## src/rtl/jtframe_tilemap_romarb.sv

```systemverilog
// Shares one ROM read port among N layer fetchers, one-entry data latch each.
// Define JTFRAME_ROMARB_TIMEOUT_EN to release the port after 255 cycles w/o ack.
module jtframe_tilemap_romarb #(
  parameter int N  = 2,
  parameter int AW = 20,
  parameter int DW = 32,
  parameter int RR = 1
) (
  input  logic            clk,
  input  logic            rst,
  input  logic [N-1:0]    req_cs,
  input  logic [N*AW-1:0] req_addr,
  output logic [N*DW-1:0] req_data,
  output logic [N-1:0]    req_ok,
  output logic            rom_cs,
  output logic [AW-1:0]   rom_addr,
  input  logic [DW-1:0]   rom_data,
  input  logic            rom_ok,
  output logic            busy
);

  localparam int IW = (N > 1) ? $clog2(N) : 1;

  typedef enum logic [1:0] {
    IDLE = 2'd0,
    SKIP = 2'd1,
    WAIT = 2'd2
  } st_t;

  st_t st, st_nx;

  logic [IW-1:0] ptr, gnt, pick, ix;
  logic [N-1:0]  valid, hit, pend;
  logic [AW-1:0] last_addr [N];
  logic [DW-1:0] data [N];
  logic          any_pend, accept, tmo;

  always_comb begin
    for (int i = 0; i < N; i++) begin
      hit[i]  = valid[i] && (req_addr[i*AW +: AW] == last_addr[i]);
      pend[i] = req_cs[i] && !hit[i];
    end
    any_pend = |pend;
  end

  // scan from the highest distance down so the nearest pending index wins
  always_comb begin
    pick = '0;
    ix   = '0;
    if (RR != 0) begin
      for (int k = N; k >= 1; k--) begin
        ix = IW'((int'(ptr) + k) % N);
        if (pend[ix]) pick = ix;
      end
    end else begin
      for (int k = N - 1; k >= 0; k--) begin
        if (pend[k]) pick = IW'(k);
      end
    end
  end

  assign accept = (st == WAIT) && rom_ok;

`ifdef JTFRAME_ROMARB_TIMEOUT_EN
  logic [7:0] cnt;

  always_ff @(posedge clk or posedge rst) begin
    if (rst)              cnt <= '0;
    else if (st == IDLE)  cnt <= '0;
    else                  cnt <= cnt + 8'd1;
  end

  // the increment that would land on 255 releases the port instead
  assign tmo = (st == WAIT) && !rom_ok && (cnt == 8'd254);
`else
  assign tmo = 1'b0;
`endif

  always_ff @(posedge clk or posedge rst) begin
    if (rst) st <= IDLE;
    else     st <= st_nx;
  end

  always_comb begin
    st_nx = st;
    unique case (st)
      IDLE:    if (any_pend) st_nx = SKIP;
      SKIP:    st_nx = WAIT;
      WAIT:    if (accept || tmo) st_nx = IDLE;
      default: st_nx = IDLE;
    endcase
  end

  always_comb begin
    req_ok   = req_cs & hit;
    busy     = (st != IDLE);
    req_data = '0;
    for (int i = 0; i < N; i++) begin
      req_data[i*DW +: DW] = data[i];
    end
  end

  always_ff @(posedge clk or posedge rst) begin
    if (rst) begin
      rom_cs   <= 1'b0;
      rom_addr <= '0;
      gnt      <= '0;
      ptr      <= IW'(N - 1);
      valid    <= '0;
      for (int i = 0; i < N; i++) begin
        last_addr[i] <= '0;
        data[i]      <= '0;
      end
    end else begin
      unique case (st)
        IDLE: begin
          if (any_pend) begin
            gnt      <= pick;
            rom_cs   <= 1'b1;
            rom_addr <= req_addr[int'(pick)*AW +: AW];
          end
        end
        WAIT: begin
          if (accept || tmo) begin
            rom_cs         <= 1'b0;
            ptr            <= gnt;
            valid[gnt]     <= 1'b1;
            last_addr[gnt] <= rom_addr;
            data[gnt]      <= accept ? rom_data : '0;
          end
        end
        default: ;
      endcase
    end
  end

endmodule

```

## config.mk

```make
export PLATFORM = sky130hd
export DESIGN_NAME = jtframe_tilemap_romarb
export DESIGN_NICKNAME = d
export VERILOG_FILES = /design/src/rtl/jtframe_tilemap_romarb.sv
export SDC_FILE = /design/constraint.sdc
export NUM_CORES = 1
export LEC_CHECK = 0
export CAP_MARGIN = 20
export CORE_UTILIZATION = 50
export CTS_CLUSTER_SIZE = 16
export DETAILED_ROUTE_END_ITERATION = 7
export PLACE_DENSITY_LB_ADDON = 0.12
export SLEW_MARGIN = 20
export SYNTH_ARGS = -nofsm -noshare
export SYNTH_HDL_FRONTEND = slang
export SYNTH_SLANG_ARGS = --single-unit
```

## constraint.sdc

```tcl
create_clock -name clk -period 10.4 [get_ports clk]
set_input_delay 3.12 -clock clk [delete_from_list [all_inputs] [get_ports clk]]
set_output_delay 3.12 -clock clk [all_outputs]
set_load 0.005 [all_outputs]
```

==> flow_metrics.env <==
export IMPL_outcome="completed"
export IMPL_gr_total_overflow=0
export IMPL_grt_max_degree=79
export IMPL_cpMostUsedCell="clkdlybuf4s50_1"
export IMPL_yosys_warnings=0
export IMPL_maxCapViolCount=0
export IMPL_cts_hold_buf=0
export IMPL_vias=4342
export IMPL_postSynthCellCount=444
export IMPL_netlist_area_um2=5740
export IMPL_min_period_ps=8330
export IMPL_row_count=38
export IMPL_final_cells=760
export IMPL_synth_seq_cells=131
export IMPL_multi_input_area_um2=2340
export IMPL_drive_above_1_share=0.242
export IMPL_avgSynthCellArea_um2=12.9
export IMPL_initial_core_util=0.520
export IMPL_cts_buffers=17
export IMPL_path_clk_slew_ps=50
export IMPL_htree_num_levels=4
export IMPL_totalNegativeSetupSlack_ps=0
export IMPL_worstMarginPinSlew_ps=992
export IMPL_cts_repair_resized=0
export IMPL_clkSinkCount=131
export IMPL_synth_compound_area_share=0.0519
export IMPL_wire_per_inst_um=20.0
export IMPL_place_hpwl_um=10100
export IMPL_powerDensity_nw_per_um2=319
export IMPL_post_cts_buffers=0
export IMPL_num_antenna_cells=0
export IMPL_synth_xor_area_share=0.0580
export IMPL_insertion_delay_ps=420
export IMPL_ys_flop_type="dfrtp_1"
export IMPL_synth_edf_count=0
export IMPL_hold_class="register to register"
export IMPL_end_kind="output port"
export IMPL_max_stage_delay_ps=510
export IMPL_clock_fmax_ghz=0.120
export IMPL_core_um2=11000
export IMPL_cts_tree="built"
export IMPL_setup_violations=0
export IMPL_io_pins=165
export IMPL_regArea_um2=3280
export IMPL_ir_worst_vdd_mv=0.202
export IMPL_postRouteAntennaNets=0
export IMPL_synth_top_family_by_area="multiplexers"
export IMPL_synth_net_count=521
export IMPL_die_h_um=109
export IMPL_antenna_found_initial=0
export IMPL_chipWidth_um=109
export IMPL_p_leak_nw=3.30
export IMPL_synth_cell_types=35
export IMPL_grt_first_pass_wirelength_um=24300
export IMPL_clockBufferDepth=2
export IMPL_required_ps=7280
export IMPL_worst_ep_arrival_time_ps=5210
export IMPL_yosysSeqAreaShare=0.571
export IMPL_hold_viol_final=0
export IMPL_root_buffer="clkbuf_16"
export IMPL_dieArea_um2=11900
export IMPL_area_delta_synth_final_pct=42.4
export IMPL_finalCritPeriodShare=0.801
export IMPL_wl_um=15200
export IMPL_place_port_buffers=164
export IMPL_fillers=766
export IMPL_dpl_cell_count=728
export IMPL_routed_via_density=5.71
export IMPL_skew_ps=5.34
export IMPL_power_total_mw=2.61
export IMPL_async_flop_share=1.00
export IMPL_crit_path_top_delay_cell="clkdlybuf4s50_1"
export IMPL_synth_fa_ha_area_frac=0
export IMPL_grt_use_total=0.279
export IMPL_drt_iter0_drc=277
export IMPL_final_nets=684
export IMPL_cp_start_kind="input port"
export IMPL_crit_type="input port to output port"
export IMPL_max_slew_margin_rel=0.338
export IMPL_firstDrtPassIters=5
export IMPL_slew_violations=0
export IMPL_grt_pass1_vias=4828
export IMPL_path_max_fanout=3
export IMPL_yosys_area_share_simple=0.0876
export IMPL_remaining_drc_errors=0
export IMPL_gp_congestion=0.828
export IMPL_crit_chain="clkdlybuf4s50_1 > xnor2_1 > nand3_1 > nor4_1 > and3_1 > clkdlybuf4s50_1"
export IMPL_rsz0062_at_grt="false"
export IMPL_muxShareOfSynthArea=0.206
## critical path: cells and delay by family
family / cells / cell delay, ps
buffers and inverters: 2 / 980
XOR/XNOR: 1 / 330
AND/OR/NAND/NOR: 3 / 790
## cell type report
class	instances	area share
clock inverters	10	0.0248
repair buffers	170	0.206
well taps	140	0.0214
multi-input cells	282	0.287
clock buffers	22	0.0568
flip-flops and latches	131	0.401
inverters	5	0.00260
## through the flow
stage | utilization | setup WS (ps) | area (um2) | hold WS [ps]
CTS | 0.741 | 2100 | 8170 | 478
detailed placement | 0.681 | 2100 | 7510 | 462
global route | 0.741 | 1890 | 8170 | 505
global placement | 0.681 | 2140 | 7510 | 449
finish | 0.741 | 2070 | 8170 | 477
floorplan | - | 3310 | 5740 | 439
## synthesized netlist by cell type, types with 5 or more instances
master,n,share of area
nand4_1,11,0.012
xor2_1,5,0.0076
dfrtp_1,130,0.57
xnor2_1,33,0.050
nand2_1,6,0.0039
inv_1,5,0.0033
buf_2,10,0.0087
nor3_1,20,0.017
nand3_1,25,0.022
clkbuf_1,11,0.0072
o21ai_0,21,0.018
a31oi_1,20,0.022
nor4_1,5,0.0054
mux2_2,105,0.21
## state kept, by name (all words and copies together) (netlist names)
signal     cells
req_data      64
last_addr     40
rom_addr      20
st             2
valid          2
gnt            1
ptr            1
rom_cs         1
## cells by family (layout without fill, tap and decap cells)
logic type                after synthesis  after routing
muxes                                 105            105
AOI/OAI and AO/OA                      50             50
and+or+nand+nor                        89             89
DFF                                   131            131
buffers and inverters                  31            207
xor gates and xnor gates               38             38
## per-layer routing
metal / GRT usage / vias up / part of all wire / routed length [um]
met5: 0 / - / 0 / 0
met1: 0.321 / 2163 / 0.38 / 5790
met4: 0.145 / 0 / 0.038 / 573
li1: - / 1938 / - / -
met2: 0.452 / 195 / 0.49 / 7520
met3: 0.108 / 46 / 0.087 / 1320
## power by group
part / leakage [nW] / internal (mW) / switching [mW]
logic: 1.44 / 0.606 / 0.382
clock network: 0.324 / 0.461 / 0.214
registers: 1.54 / 0.772 / 0.172
total: 3.30 / 1.84 / 0.768
## path summary, 6_finish.rpt
kind	from	endpoint	cells past startpoint	slack, ps
worst max-delay path	req_addr[27]	req_ok[1]	6	2070
worst min-delay path	valid[1]	valid[1]	1	480
worst max register to register	last_addr[2]	rom_cs	7	7460
worst min register to register	valid[1]	valid[1]	1	480
max in group asynchronous	rst	req_data[27]	3	5850
min in group asynchronous	rst	req_data[62]	2	3270
## cell usage in the layout, fill, tap and decap left out, types with 5 or more instances in the layout
| master | Yosys | layout |
|---|---|---|
| nand2_1 | 6 | 6 |
| nor4_1 | 5 | 5 |
| buf_4 | 0 | 6 |
| nor3_1 | 20 | 20 |
| bufinv_16 | 0 | 6 |
| clkdlybuf4s50_1 | 0 | 164 |
| dfrtp_1 | 130 | 130 |
| nand3_1 | 25 | 25 |
| mux2_2 | 105 | 105 |
| o21ai_0 | 21 | 21 |
| xor2_1 | 5 | 5 |
| clkbuf_16 | 0 | 17 |
| xnor2_1 | 33 | 33 |
| a31oi_1 | 20 | 20 |
| nand4_1 | 11 | 11 |
(Power assumes the default switching activity.)
